[config.mk]
export PLATFORM = sky130hd
export DESIGN_NAME = seg_capture
export DESIGN_NICKNAME = d
export VERILOG_FILES = /design/src/rtl/seg_capture.sv
export SDC_FILE = /design/constraint.sdc
export NUM_CORES = 1
export LEC_CHECK = 0
export BUFFER_PORTS_ARGS = -buffer_cell sky130_fd_sc_hd__buf_4
export CORE_ASPECT_RATIO = 2
export CORE_MARGIN = 2
export CORE_UTILIZATION = 39
export CTS_CLUSTER_SIZE = 40
export DETAILED_ROUTE_END_ITERATION = 8
export PLACE_DENSITY = 0.66
export SETUP_SLACK_MARGIN = 0.15
export SLEW_MARGIN = 20
export SYNTH_ARGS = -nofsm -noshare
export SYNTH_HDL_FRONTEND = slang
export SYNTH_SLANG_ARGS = --single-unit
[constraint.sdc]
create_clock -name clk -period 2.7 [get_ports clk]
set_input_delay 0.135 -clock clk [delete_from_list [all_inputs] [get_ports clk]]
set_output_delay 0.135 -clock clk [all_outputs]
set_load 0.005 [all_outputs]
[src/rtl/seg_capture.sv]
// seg_capture: samples a multiplexed active-low 7-segment display and
// reassembles the four displayed digits into one 16-bit value per frame.
module seg_capture #(
  parameter int unsigned STABLE_CYCLES = 4
) (
  input  logic        clk,
  input  logic        rst_n,
  input  logic [6:0]  seg,
  input  logic [3:0]  an,
  output logic [15:0] value,
  output logic        valid,
  output logic [3:0]  digit_mask,
  output logic        bad_pattern
);

  localparam logic [7:0] LAST_CNT  = 8'(STABLE_CYCLES - 1);
  localparam logic [6:0] SEG_BLANK = 7'h7F;

  typedef enum logic [1:0] {
    IDLE,
    COUNT,
    HELD
  } state_e;

  logic [6:0]  seg_m_q, seg_s_q;
  logic [3:0]  an_m_q, an_s_q;
  logic [10:0] pair_prev_q;
  logic [10:0] pair_s;

  state_e      state_q, state_d;
  logic [7:0]  cnt_q, cnt_d;

  logic [15:0] digits_q, digits_d;
  logic [3:0]  mask_q, mask_d;
  logic [15:0] value_q, value_d;
  logic        valid_q, valid_d;
  logic        bad_q, bad_d;

  logic        changed;
  logic        onehot;
  logic [1:0]  idx;
  logic [3:0]  nib;
  logic        pat_ok;
  logic        capture;

  // Two-flop synchronizer; resets to the "nothing displayed" pattern.
  always_ff @(posedge clk or negedge rst_n) begin
    if (!rst_n) begin
      seg_m_q <= '1;
      seg_s_q <= '1;
      an_m_q  <= '1;
      an_s_q  <= '1;
    end else begin
      seg_m_q <= seg;
      seg_s_q <= seg_m_q;
      an_m_q  <= an;
      an_s_q  <= an_m_q;
    end
  end

  assign pair_s  = {an_s_q, seg_s_q};
  assign changed = (pair_s != pair_prev_q);

  always_ff @(posedge clk or negedge rst_n) begin
    if (!rst_n) begin
      pair_prev_q <= '1;
    end else begin
      pair_prev_q <= pair_s;
    end
  end

  always_comb begin
    onehot = 1'b1;
    idx    = 2'd0;
    unique case (an_s_q)
      4'b1110: idx = 2'd0;
      4'b1101: idx = 2'd1;
      4'b1011: idx = 2'd2;
      4'b0111: idx = 2'd3;
      default: onehot = 1'b0;
    endcase
  end

  always_comb begin
    pat_ok = 1'b1;
    nib    = 4'h0;
    unique case (seg_s_q)
      7'h01:   nib = 4'h0;
      7'h4F:   nib = 4'h1;
      7'h12:   nib = 4'h2;
      7'h06:   nib = 4'h3;
      7'h4C:   nib = 4'h4;
      7'h24:   nib = 4'h5;
      7'h20:   nib = 4'h6;
      7'h0F:   nib = 4'h7;
      7'h00:   nib = 4'h8;
      7'h0C:   nib = 4'h9;
      7'h08:   nib = 4'hA;
      7'h60:   nib = 4'hB;
      7'h31:   nib = 4'hC;
      7'h42:   nib = 4'hD;
      7'h30:   nib = 4'hE;
      7'h38:   nib = 4'hF;
      default: pat_ok = 1'b0;
    endcase
  end

  always_ff @(posedge clk or negedge rst_n) begin
    if (!rst_n) begin
      state_q <= IDLE;
      cnt_q   <= '0;
    end else begin
      state_q <= state_d;
      cnt_q   <= cnt_d;
    end
  end

  // cnt_q holds the number of equal samples before the current one.
  always_comb begin
    state_d = state_q;
    cnt_d   = cnt_q;
    if (!onehot) begin
      state_d = IDLE;
      cnt_d   = '0;
    end else if (changed || (state_q == IDLE)) begin
      state_d = COUNT;
      cnt_d   = 8'd1;
    end else if (state_q == COUNT) begin
      cnt_d = cnt_q + 8'd1;
      if (cnt_q == LAST_CNT) begin
        state_d = HELD;
      end
    end
  end

  always_comb begin
    capture = onehot && !changed && (state_q == COUNT) && (cnt_q == LAST_CNT);
  end

  // Completing the frame loads value with the just-written nibble included.
  always_comb begin
    digits_d = digits_q;
    mask_d   = mask_q;
    value_d  = value_q;
    valid_d  = 1'b0;
    bad_d    = 1'b0;
    if (capture) begin
      if (pat_ok) begin
        digits_d[{idx, 2'b00} +: 4] = nib;
        mask_d = mask_q | (4'b0001 << idx);
        if (mask_d == 4'hF) begin
          value_d = digits_d;
          valid_d = 1'b1;
          mask_d  = '0;
        end
      end else if (seg_s_q != SEG_BLANK) begin
        bad_d = 1'b1;
      end
    end
  end

  always_ff @(posedge clk or negedge rst_n) begin
    if (!rst_n) begin
      digits_q <= '0;
      mask_q   <= '0;
      value_q  <= '0;
      valid_q  <= 1'b0;
      bad_q    <= 1'b0;
    end else begin
      digits_q <= digits_d;
      mask_q   <= mask_d;
      value_q  <= value_d;
      valid_q  <= valid_d;
      bad_q    <= bad_d;
    end
  end

  assign value       = value_q;
  assign valid       = valid_q;
  assign digit_mask  = mask_q;
  assign bad_pattern = bad_q;

endmodule
==> impl_metrics.csv <==
group,metric,value,unit
layout,fin_util,0.493,
yosys,avgSynthCellArea,11.7,sq um
yosys,synth_ff_type,"dfrtp_1",
floorplanning,start_util,0.397,
sta,hold_viol_final,0,
yosys,synthAdderAreaFrac,0.0262,
routing,viasPerCell,5.19,
yosys,syn-cell-area,3820,sq um
clock_tree,cts_tree,"done",
routing,drt-met1-wl,2.95,mm
sta,drv_slew,0,
yosys,synth-xor-area-share,0.0504,
sta,fin_crit,2520,ps
worst_setup_path,worst-path-max-fanout,9,
clock_tree,clock-sinks,81,
sta,skew,5.36,ps
layout,diodes,0,
routing,vias,2718,
routing,drt.antenna.violating_nets,0,
routing,routed_wl,8.32,mm
clock_tree,root_buffer,"clkbuf_16",
global_route,grt_pass1_vias,2844,
routing,highest_layer,"met4",
yosys,synth_seq_cells,81,
routing,drcViolationCount,0,
yosys,synthesis.nets,348,
worst_setup_path,worstSetupPathType,"reg -> reg",
worst_setup_path,required,2920,ps
yosys,synthSimpleGateAreaFrac,0.150,
place,port_buffers,34,
pwr,irDropWorstVdd,0.431,mV
sta,setup_viol,0,
pwr,power.density,557,nW/um^2
floorplanning,die_x,74.0,um
sta,fin_crit_sh,0.932,
floorplanning,ioPinCount,35,
sta,fin_setup_tns,0,ps
yosys,synthMuxAreaShare,0.0655,
routing,met2_wirelength,4.59,mm
clock_tree,clockBufferDepth,2,
yosys,yosysWarnings,0,
floorplanning,core,9640,sq um
floorplanning,num_rows,51,
outcome,status,"finished clean",
global_route,grt.total_usage,0.169,
floorplanning,die_area,10700,sq um
clock_tree,cts_made_buffers,9,
sta,max_freq,397,MHz
routing,wl_met3,338,um
global_route,grt-ovfl-total,0,
global_route,antenna_found_initial,0,
routing,drt_iter0_markers,171,
hold_path,hold_path.class,"reg -> reg",
hold_path,whs_path_depth,0,
floorplanning,die_h,144,um
layout,area_growth,24.4,%
yosys,async_flop_share,1.00,
yosys,synth_cell_types,58,
place,hpwl,5.68,mm
global_route,grt_first_pass_wirelength,13.7,mm
yosys,synth_edf_count,0,
routing,firstDrtPassIters,4,
pwr,p_leak,2.06,nW
yosys,synth_top_family_by_area,"simple AND/OR/NAND/NOR gates",
job,drv_cap,0,
worst_setup_path,r2r_cells,7,
worst_setup_path,endpoint_kind,"flip-flop",
sta,maxSlewHeadroom,0.347,
sta,rsz0062_at_grt,"yes",
yosys,synth-compound-area-share,0.112,
layout,drive_gt1_frac,0.365,
clock_tree,path_clk_slew,60,ps
worst_setup_path,crit_arrival,2740,ps
clock_tree,clock_latency,340,ps
place,gp_congestion,0.802,
layout,fillers,868,
yosys,synth_cells,327,
global_route,grt_max_degree,82,
yosys,seq_area_frac_synth,0.541,
layout,final_nets,408,
worst_setup_path,cp-start-kind,"flip-flop",
clock_tree,htree_levels,3,
sta,worst_slew_pin_slew,980,ps
routing,wire_per_inst,15.9,um
-- layout by cell type (no fill, tap or decap), types with 10 or more instances in the layout --
master	count
dfstp_2	30
dlygate4sd3_1	12
clkbuf_16	10
buf_4	48
xor2_1	18
inv_1	21
o22ai_1	19
mux2_4	16
dfrtp_1	47
nand2_1	15
nor2_1	21
-- worst paths after layout --
check | end | slack, ps | from
max reg2reg | value[2] | 180 | seg_s_q[5]
min reg2reg | an_s_q[1] | 350 | an_m_q[1]
min in group asynchronous | value[4] | 510 | rst_n
min | an_s_q[1] | 350 | an_m_q[1]
max | value[2] | 180 | seg_s_q[5]
max in group asynchronous | cnt_q[3] | 1500 | rst_n
-- registers in the layout, indices dropped and copies added, names as in the netlist --
register	cells
state_q	2
valid	1
value	16
cnt_q	8
pair_prev_q	11
an_s_q	4
an_m_q	4
seg_s_q	7
digits_q	16
bad_pattern	1
seg_m_q	7
digit_mask	4
-- cells by family (layout without fill, tap and decap cells) --
kind of cell,Yosys count,after routing
xor gates and xnor gates,22,22
adders and majority gates,8,8
DFF,81,81
muxes,17,17
buffers and inverters,37,100
and+or+nand+nor,102,104
AOI/OAI and AO/OA,60,60
-- where the power goes --
group	internal, W	total, W	switching, W
combinational	0.0000788	0.000178	0.0000991
clock	0.000701	0.00117	0.000468
sequential	0.00126	0.00130	0.0000340
total	0.00204	0.00265	0.000601
-- layer usage --
layer,GRT usage,vias to the layer above
li1,-,1288
met1,0.179,1310
met2,0.293,93
met3,0.0411,27
met4,0.102,0
met5,0,-
-- worst max-delay path: stages (launching register included) --
cell and delay [ps]:
dfstp_2 590, buf_4 170, nor3b_1 50, o21bai_1 290, a21oi_2 110, or4_4 570, and3_2 300, mux2_4 310
-- through the flow --
step                hold slack (ps)  cell area [sq um]  total power, W  setup WS (ps)  instances
floorplan                      -161               3820         0.00140            216        327
global placement                244               4210         0.00146            123        490
detailed placement              244               4210         0.00147            101        490
finish                          354               4750         0.00265            183        524
CTS                             356               4640         0.00267            150        519
global route                    360               4750         0.00275            125        524
-- repair_timing --
item                                    in CTS  in global routing
setup buffers                                0                  4
hold endpoints to repair                    13                  0
hold buffers                                12                  0
pin swaps                                    2                  6
endpoints found under the setup margin      19                 34
gates resized for setup                      5                 15
cloned                                       1                  1
-- area by class of cell --
cell class / count / area, sq um / area share
Sequential cell: 81 / 2080 / 0.438
Clock buffer: 12 / 268 / 0.0563
Inverter: 22 / 82.6 / 0.0174
Tap cell: 132 / 165 / 0.0347
Multi-Input combinational cell: 211 / 1620 / 0.341
Clock inverter: 4 / 22.5 / 0.00474
Timing Repair Buffer: 62 / 512 / 0.108
-- synthesized netlist by cell type, drive strengths merged, types with 2 or more instances --
library cell / n / share of area
nand2: 15 / 0.015
dfstp: 33 / 0.23
o22ai: 19 / 0.031
nand4: 3 / 0.0049
dfrtp: 48 / 0.31
o21ai: 5 / 0.0065
nor2b: 4 / 0.0065
nand3: 15 / 0.020
nor4: 4 / 0.0065
and3: 8 / 0.015
mux2: 16 / 0.063
a31oi: 4 / 0.0065
or4: 3 / 0.0069
nor3: 9 / 0.015
or2: 2 / 0.0033
nor2: 22 / 0.022
a21oi: 7 / 0.010
a22o: 8 / 0.018
nor3b: 2 / 0.0039
or3: 3 / 0.0049
xnor2: 4 / 0.0092
o2bb2ai: 8 / 0.018
inv: 22 / 0.022
and2: 2 / 0.0033
ha: 8 / 0.026
clkbuf: 3 / 0.0033
xor2: 18 / 0.041
buf: 12 / 0.029
Note: power is estimated with default switching activity, not from simulation.
